--- config.mk ---
export PLATFORM = sky130hd
export DESIGN_NAME = vend_ctrl
export DESIGN_NICKNAME = d
export VERILOG_FILES = /design/src/rtl/vend_pkg.sv /design/src/rtl/vend_change.sv /design/src/rtl/vend_ctrl.sv
export SDC_FILE = /design/constraint.sdc
export NUM_CORES = 1
export LEC_CHECK = 0
export CORE_UTILIZATION = 30
export CTS_CLUSTER_SIZE = 12
export DETAILED_ROUTE_END_ITERATION = 6
export GPL_ROUTABILITY_DRIVEN = 0
export MAX_ROUTING_LAYER = met4
export PLACE_DENSITY_LB_ADDON = 0.12
export SKIP_LAST_GASP = 1
export SLEW_MARGIN = 40
export SYNTH_ARGS = -nofsm -noshare
export SYNTH_HDL_FRONTEND = slang
export SYNTH_SLANG_ARGS = --single-unit
--- constraint.sdc ---
create_clock -name clk -period 3.2 [get_ports clk]
set_input_delay 0.48 -clock clk [delete_from_list [all_inputs] [get_ports clk]]
set_output_delay 0.48 -clock clk [all_outputs]
set_load 0.005 [all_outputs]
--- src/rtl/vend_pkg.sv ---
// vend_pkg: shared FSM state, coin values and price lookup for vend_ctrl
// No ports; imported by vend_ctrl and vend_change.
package vend_pkg;
  typedef enum logic [1:0] {IDLE, COLLECT, VEND, CHANGE} state_t;
  localparam int COIN_ONE = 1;
  localparam int COIN_FIVE = 5;
  localparam int COIN_TEN = 10;
  // Channel 0 sits in the leftmost slice of PRICES, so {p0,p1,...} reads in channel order.
  function automatic logic [31:0] price_slice(input logic [255:0] prices, input int nch, input int w, input int idx);
    logic [255:0] mask;
    mask = (256'd1 << w) - 256'd1;
    return 32'((prices >> ((nch - 1 - idx) * w)) & mask);
  endfunction
endpackage

--- src/rtl/vend_change.sv ---
// vend_change: greedy coin picker, largest of 10/5/1 not above the remaining credit
// Ports: credit (in, remaining credit), coin (out, value of the next coin to dispense, 0 if none).
module vend_change
  import vend_pkg::*;
#(
  parameter int W = 8
) (
  input  logic [W-1:0] credit,
  output logic [W-1:0] coin
);
  always_comb
    coin = (int'(credit) >= COIN_TEN)  ? W'(COIN_TEN)  :
           (int'(credit) >= COIN_FIVE) ? W'(COIN_FIVE) :
           (credit != '0)              ? W'(COIN_ONE)  : '0;
endmodule

--- src/rtl/vend_ctrl.sv ---
// vend_ctrl: NCH-channel coin vending controller with per-channel price and stock
// Ports: clk/rst_n (async active-low); one/fine/ten coin pulses; sel one-hot select;
// sure confirm; cancel refund; restock reload; money credit; have_good stock!=0;
// put vend pulse; put_money/change refund strobe and amount; coin_rej, err pulses; busy.
// Define VEND_COIN_CHANGE_EN to refund one 10/5/1 coin per cycle instead of a lump sum.
module vend_ctrl
  import vend_pkg::*;
#(
  parameter int NCH = 4,
  parameter int CREDIT_W = 8,
  parameter int STOCK_W = 4,
  parameter int STOCK_INIT = 5,
  parameter logic [NCH*CREDIT_W-1:0] PRICES = {8'd6, 8'd2, 8'd6, 8'd2}
) (
  input  logic                clk,
  input  logic                rst_n,
  input  logic                one,
  input  logic                fine,
  input  logic                ten,
  input  logic [NCH-1:0]      sel,
  input  logic                sure,
  input  logic                cancel,
  input  logic                restock,
  output logic [CREDIT_W-1:0] money,
  output logic [NCH-1:0]      have_good,
  output logic [NCH-1:0]      put,
  output logic                put_money,
  output logic [CREDIT_W-1:0] change,
  output logic                coin_rej,
  output logic                err,
  output logic                busy
);
  typedef logic [CREDIT_W+4:0] wide_t;
  localparam int SMAX = (1 << STOCK_W) - 1;
  localparam logic [STOCK_W-1:0] STOCK_RST = STOCK_W'((STOCK_INIT > SMAX) ? SMAX : STOCK_INIT);
  localparam wide_t CMAX = wide_t'({CREDIT_W{1'b1}});
  state_t state_q, state_d;
  logic [CREDIT_W-1:0] credit_q, credit_d, credit_acc, price_sel, coin_val;
  logic [NCH-1:0] sel_q, sel_d;
  logic coin_rej_q, coin_rej_d, err_q, err_d, busy_q, busy_d;
  logic coin_any, accept, sel_ok;
  wide_t coin_sum, sum;
  assign coin_any = one | fine | ten;
  assign coin_sum = (one ? wide_t'(COIN_ONE) : '0) + (fine ? wide_t'(COIN_FIVE) : '0) + (ten ? wide_t'(COIN_TEN) : '0);
  assign sum = wide_t'(credit_q) + coin_sum;
  assign accept = sum <= CMAX;
  assign credit_acc = accept ? CREDIT_W'(sum) : credit_q;
  assign sel_ok = $onehot(sel) && ((sel & have_good) != '0);
`ifdef VEND_COIN_CHANGE_EN
  vend_change #(.W(CREDIT_W)) u_change (.credit(credit_q), .coin(coin_val));
`else
  assign coin_val = credit_q;
`endif
  always_comb begin
    price_sel = '0;
    for (int i = 0; i < NCH; i++)
      if (sel_q[i]) price_sel |= CREDIT_W'(price_slice(256'(PRICES), NCH, CREDIT_W, i));
  end
  always_comb begin
    state_d = state_q;
    credit_d = credit_q;
    sel_d = sel_q;
    coin_rej_d = 1'b0;
    err_d = 1'b0;
    case (state_q)
      IDLE, COLLECT: begin
        credit_d = credit_acc;
        coin_rej_d = coin_any && !accept;
        if (coin_any && accept) state_d = COLLECT;
        if (sel_ok) sel_d = sel;
        // cancel outranks sure; the refund includes coins taken this same cycle
        if (cancel) begin
          if (credit_acc != '0) begin
            state_d = CHANGE;
            sel_d = '0;
          end
        end else if (sure) begin
          // purchase is decided on the already-latched selection, not a same-cycle sel
          if (state_q == COLLECT && sel_q != '0 && credit_q >= price_sel) begin
            state_d = VEND;
            sel_d = sel_q;
          end else err_d = 1'b1;
        end
      end
      VEND: begin
        coin_rej_d = coin_any;
        credit_d = credit_q - price_sel;
        sel_d = '0;
        state_d = (credit_q != price_sel) ? CHANGE : IDLE;
      end
      CHANGE: begin
        coin_rej_d = coin_any;
        credit_d = credit_q - coin_val;
        state_d = (credit_q == coin_val) ? IDLE : CHANGE;
      end
      default: state_d = IDLE;
    endcase
    busy_d = state_d inside {VEND, CHANGE};
  end
  always_ff @(posedge clk or negedge rst_n)
    if (!rst_n) begin
      state_q <= IDLE;
      credit_q <= '0;
      sel_q <= '0;
      coin_rej_q <= 1'b0;
      err_q <= 1'b0;
      busy_q <= 1'b0;
    end else begin
      state_q <= state_d;
      credit_q <= credit_d;
      sel_q <= sel_d;
      coin_rej_q <= coin_rej_d;
      err_q <= err_d;
      busy_q <= busy_d;
    end
  for (genvar g = 0; g < NCH; g++) begin : g_stock
    logic [STOCK_W-1:0] stock_q, stock_d;
    // a reload in the same cycle as a vend wins over the decrement
    always_comb stock_d = restock ? STOCK_RST : (state_q == VEND && sel_q[g]) ? stock_q - STOCK_W'(1) : stock_q;
    always_ff @(posedge clk or negedge rst_n)
      if (!rst_n) stock_q <= STOCK_RST;
      else stock_q <= stock_d;
    assign have_good[g] = stock_q != '0;
  end
  assign money = credit_q;
  assign put = (state_q == VEND) ? sel_q : '0;
  assign put_money = state_q == CHANGE;
  assign change = put_money ? coin_val : '0;
  assign coin_rej = coin_rej_q;
  assign err = err_q;
  assign busy = busy_q;
endmodule

==> reports/metrics.sh <==
POWER.STATIC_LEAKAGE_uW=0.00134
YOSYS.CELL_TYPES.COUNT=44
DRT_ITER0_MARKERS=66
MAX_SLEW.WORST_PIN.SLEW_NS=0.587
FLOORPLAN.IO_PINS=40
GRT_MAX_DEGREE=34
TIMING.FINAL.HOLD_VIOLATIONS=0
SETUP-TNS-FINAL_NS=0
FIN_CRIT_SH=0.935
CHIPWIDTH_UM=89.0
SYNTH-SEQ-CELLS=33
COMBPWRFRAC=0.542
SYNTH_SEQUENTIAL_AREA_RATIO=0.368
MAX_CAP_VIOL_COUNT=0
FRACTION_OF_LAYOUT_CELLS_WITH_A_SIZE_SUFFIX_ABOVE_1=0.152
SYNTH-COMPOUND-AREA-SHARE=0.200
ANTENNA_CELLS=0
FINALWORSTPATHREQUIREDPERIOD_NS=2.99
FF_LATCH_AREA_SQ_UM=836
FINAL_NET_COUNT=330
YOSYS.AREA_SHARE.XOR_XNOR=0.0463
TOTAL_VIA_COUNT_IN_THE_ROUTED_DESIGN=1947
SETUP_VIOLATIONS=0
GRT_PASS1_VIAS=1856
CRITPATHLAUNCHTYPE='flop'
ASYNC_SET_RESET_FLOP_SHARE_OUT_OF_SYNTHESIS=1.00
GLOBAL_ROUTE.USAGE.MET2=0.222
GRT_FIRST_PASS_WIRELENGTH_MM=9.20
SYN_AREA_PER_CELL_SQ_UM=9.13
MUXSHAREOFSYNTHAREA=0.0132
POST_SYNTH_AND_OR_NAND_NOR_AREA_FRACTION=0.212
CLOCK_SKEW_NS=0.00754
CORE_REGION_AREA_SQ_MM=0.00729
HOLD_PATH_CLASS='reg2reg'
PATH_CELLS='fa_2, fa_2, a211o_1, buf_4, nand4_1, mux2i_2, nand4_2, a2111oi_4, a22o_1'
POWER.CLOCK.FRACTION=0.151
MET1_GLOBAL_ROUTE_USAGE=0.232
SYNTHADDERAREAFRAC=0.101
TOP_USAGE_LAYER_GRT='met1'
SYNTH-EDFF-COUNT=0
TIMING.FINAL.MAX_SLEW_VIOLATIONS=0
MULTIINPUTGATEAREA_SQ_MM=0.00131
POSTROUTEWIRELENGTH_MM=5.59
TRITONCTS_BUFFERS=5
POWER.SHARE.SEQUENTIAL=0.307
CP_TOP_FAMILY='compound AO/OA/AOI/OAI gates'
SWITCHING_SHARE=0.407
SYNTH-MAIN-FF-CELL='sky130_fd_sc_hd__dfrtp_1'
WORSTPATHREQUIRED_NS=3.42
FINAL.SETUP.WORST_SLACK_NS=0.208
DRCVIOLATIONCOUNT=0
GRT_USAGE=0.157
CTS.PATH.MAX_BUFFERS=2
POST-DP-HPWL_MM=4.15
CTS.SINKS=33
POWERDENSITY_mW_PER_MM2=719
CLKSLEWWORSTSETUPHOLDPATHS_NS=0.07
GRT_REMAINING_OVERFLOW=0
INTERNAL-POWER_uW=1270
CRIT_FANOUT=4
RSZ0062_AT_GRT='false'
MAXCLOCKFREQUENCY_MHz=334
SYNTH.YOSYS.WARNINGS=0
GLOBAL_ROUTE.USAGE.MET3=0.0286
DETAILEDROUTE.FIRSTPASSITERATIONCOUNT=4
LATEST_CLOCK_ARRIVAL_WITHIN_THE_WORST_SKEW_PAIR_NS=0.28
CLOCK_TREE_FROM_TRITONCTS='built'
DESIGN_AREA_SQ_MM=0.00298
CLOCK_TREE.HTREE_LEVEL_COUNT=2
IO_BUFFERS=39
PATH_COMMON_CELL='sky130_fd_sc_hd__fa_2'
AREAGROWTHSYNTHTOFINISH_PCT=31.2
END_KIND='flop'
FINAL_ANTENNA_NET_COUNT=0
CRIT_SLOWEST_CELL='sky130_fd_sc_hd__a2111oi_4'
TOTAL_SWITCHING_POWER_uW=872
CRITPATHBUFINV=1
AVG_VIAS_PER_CELL=4.84
SETUP.WORST_PATH.CLASS='reg2reg'
WORST-ENDPOINT-ARRIVAL_NS=3.21
PLACEMENT.CELL_AREA_SQ_MM=0.00287
SYNTH.CELL_AREA_SQ_MM=0.00227
CPPEAKSTAGEDELAY_NS=0.46
LAYOUT.FILLER_CELLS=799
IRDROPWORSTVDD_V=0.000223
HEIGHT_OF_THE_DIE_UM=89.0
RUN_STATUS='complete, no violations'
START_UTIL=0.312
COMBINATIONAL_FAMILY_WITH_THE_MOST_AREA_AFTER_SYNTHESIS='simple AND/OR/NAND/NOR gates'
WIRE_PER_INST_UM=13.9
MAPPEDNETLISTNETS=277
SYN_INST=249
PLACEMENT_ROWS=31
AREA_OF_THE_DIE_SQ_MM=0.00793
PRE_CTS_WS_NS=-0.406
RELSLEWSLACK=0.604
CLOCK-ROOT-BUFFER='sky130_fd_sc_hd__clkbuf_8'
GRT_ANTENNA_BEFORE_REPAIR=0
[cells in the final DEF (no fill, tap or decap), types with 4 or more instances in the layout]
master / netlist / final
sky130_fd_sc_hd__o21ai_0: 10 / 10
sky130_fd_sc_hd__a21oi_1: 14 / 14
sky130_fd_sc_hd__inv_1: 24 / 24
sky130_fd_sc_hd__a22o_1: 8 / 8
sky130_fd_sc_hd__nand2_1: 13 / 13
sky130_fd_sc_hd__a211oi_1: 5 / 5
sky130_fd_sc_hd__xor2_1: 8 / 8
sky130_fd_sc_hd__nand4_1: 5 / 5
sky130_fd_sc_hd__xnor2_1: 4 / 4
sky130_fd_sc_hd__dfrtp_1: 25 / 25
sky130_fd_sc_hd__nor3_1: 4 / 4
sky130_fd_sc_hd__o211ai_1: 4 / 4
sky130_fd_sc_hd__ha_1: 12 / 12
sky130_fd_sc_hd__clkbuf_8: 0 / 6
sky130_fd_sc_hd__or3b_2: 4 / 4
sky130_fd_sc_hd__and2_1: 6 / 6
sky130_fd_sc_hd__and3_1: 10 / 10
sky130_fd_sc_hd__nor2_1: 23 / 23
sky130_fd_sc_hd__dfstp_2: 8 / 8
sky130_fd_sc_hd__buf_4: 0 / 18
sky130_fd_sc_hd__nand2b_1: 9 / 9
sky130_fd_sc_hd__o21bai_1: 4 / 4
sky130_fd_sc_hd__clkdlybuf4s50_1: 0 / 37
[layer usage]
metal,part of all wire,up-vias,wire length [um]
li1,-,980,-
met1,0.53,929,2950
met2,0.43,33,2420
met3,0.034,5,189
met4,0.0068,0,38
met5,0,-,0
[Yosys cell counts (2+ instances only)]
cell type,count,area [sq um]
sky130_fd_sc_hd__a2111oi_4,2,55.1
sky130_fd_sc_hd__a211oi_1,5,37.5
sky130_fd_sc_hd__a21o_1,3,22.5
sky130_fd_sc_hd__a21oi_1,14,70.1
sky130_fd_sc_hd__a22o_1,8,70.1
sky130_fd_sc_hd__and2_1,6,37.5
sky130_fd_sc_hd__and3_1,10,62.6
sky130_fd_sc_hd__buf_2,2,10.0
sky130_fd_sc_hd__clkbuf_1,9,33.8
sky130_fd_sc_hd__dfrtp_1,25,626
sky130_fd_sc_hd__dfstp_2,8,210
sky130_fd_sc_hd__fa_1,4,80.1
sky130_fd_sc_hd__ha_1,12,150
sky130_fd_sc_hd__inv_1,24,90.1
sky130_fd_sc_hd__mux2i_1,3,30.0
sky130_fd_sc_hd__nand2_1,13,48.8
sky130_fd_sc_hd__nand2b_1,9,56.3
sky130_fd_sc_hd__nand3_1,2,10.0
sky130_fd_sc_hd__nand4_1,5,31.3
sky130_fd_sc_hd__nor2_1,23,86.3
sky130_fd_sc_hd__nor2b_1,2,12.5
sky130_fd_sc_hd__nor3_1,4,20.0
sky130_fd_sc_hd__o211ai_1,4,30.0
sky130_fd_sc_hd__o21ai_0,10,50.1
sky130_fd_sc_hd__o21bai_1,4,30.0
sky130_fd_sc_hd__o22ai_1,2,12.5
sky130_fd_sc_hd__o31ai_1,2,15.0
sky130_fd_sc_hd__or2_2,3,18.8
sky130_fd_sc_hd__or3_1,2,12.5
sky130_fd_sc_hd__or3b_2,4,35.0
sky130_fd_sc_hd__or4_1,2,15.0
sky130_fd_sc_hd__xnor2_1,4,35.0
sky130_fd_sc_hd__xor2_1,8,70.1
[power by group through the flow]
stage               sequential (uW)  combinational [uW]  clock [uW]
floorplan                       590                 721           0
global placement                665                1150           0
detailed placement              665                1150           0
CTS                             658                1160         343
global route                    677                1300         351
finish                          657                1160         324
[final timing paths]
path | to | startpoint | cells after the start | slack (ns)
setup / recovery | sel_q[3]$_DFFE_PN0P_ | money[0]$_DFFE_PN0N_ | 9 | 0.21
hold / removal | g_stock[2].stock_q[3]$_DFFE_PN0P_ | g_stock[2].stock_q[3]$_DFFE_PN0P_ | 2 | 0.53
setup reg to reg | sel_q[3]$_DFFE_PN0P_ | money[0]$_DFFE_PN0N_ | 9 | 0.21
hold reg to reg | g_stock[2].stock_q[3]$_DFFE_PN0P_ | g_stock[2].stock_q[3]$_DFFE_PN0P_ | 2 | 0.53
max in group asynchronous | g_stock[3].stock_q[2]$_DFFE_PN1P_ | rst_n | 2 | 2.23
min in group asynchronous | g_stock[1].stock_q[3]$_DFFE_PN0P_ | rst_n | 2 | 0.62
[final cells by class]
class,instances,share of cell area
Multi-Input combinational cell,181,0.440
Sequential cell,33,0.280
Timing Repair Buffer,57,0.178
Tap cell,99,0.0415
Clock buffer,8,0.0302
Inverter,24,0.0302
[cell families (layout without fill, tap and decap cells)]
kind of cell	count (synthesis)	after routing
compound gates	61	61
simple gates	89	89
mux	3	3
xor+xnor	12	12
fa+ha+maj	16	16
buf+inv	35	89
flops	33	33
[stage by stage]
stage / hold WS [ns] / total power (uW) / cells / util
CTS: 0.535 / 2160 / 401 / 0.406
detailed placement: 0.517 / 1810 / 393 / 0.394
finish: 0.531 / 2140 / 402 / 0.409
global route: 0.561 / 2330 / 402 / 0.409
floorplan: 0.184 / 1310 / 249 / -
global placement: 0.514 / 1820 / 393 / 0.394
[sequential cells by signal, summed over array words and instances (netlist names)]
register         count
busy                 1
g_stock.stock_q     16
state_q              2
sel_q                4
err                  1
money                8
coin_rej             1
[worst reg2reg max path: stages, from the launching register on]
cell                        delay (ns)
sky130_fd_sc_hd__dfrtp_1          0.41
sky130_fd_sc_hd__fa_2             0.43
sky130_fd_sc_hd__fa_2             0.40
sky130_fd_sc_hd__a211o_1          0.31
sky130_fd_sc_hd__buf_4            0.14
sky130_fd_sc_hd__nand4_1          0.14
sky130_fd_sc_hd__mux2i_2          0.27
sky130_fd_sc_hd__nand4_2          0.19
sky130_fd_sc_hd__a2111oi_4        0.46
sky130_fd_sc_hd__a22o_1           0.18
[what timing repair did]
action	in CTS	in global routing
hold buffers	0	0
endpoints found under the setup margin	4	6
gates resized for setup	1	4
gates cloned	0	0
buffers inserted	0	1
pin swaps	2	5
No activity file was read; power rests on OpenSTA's default activity.
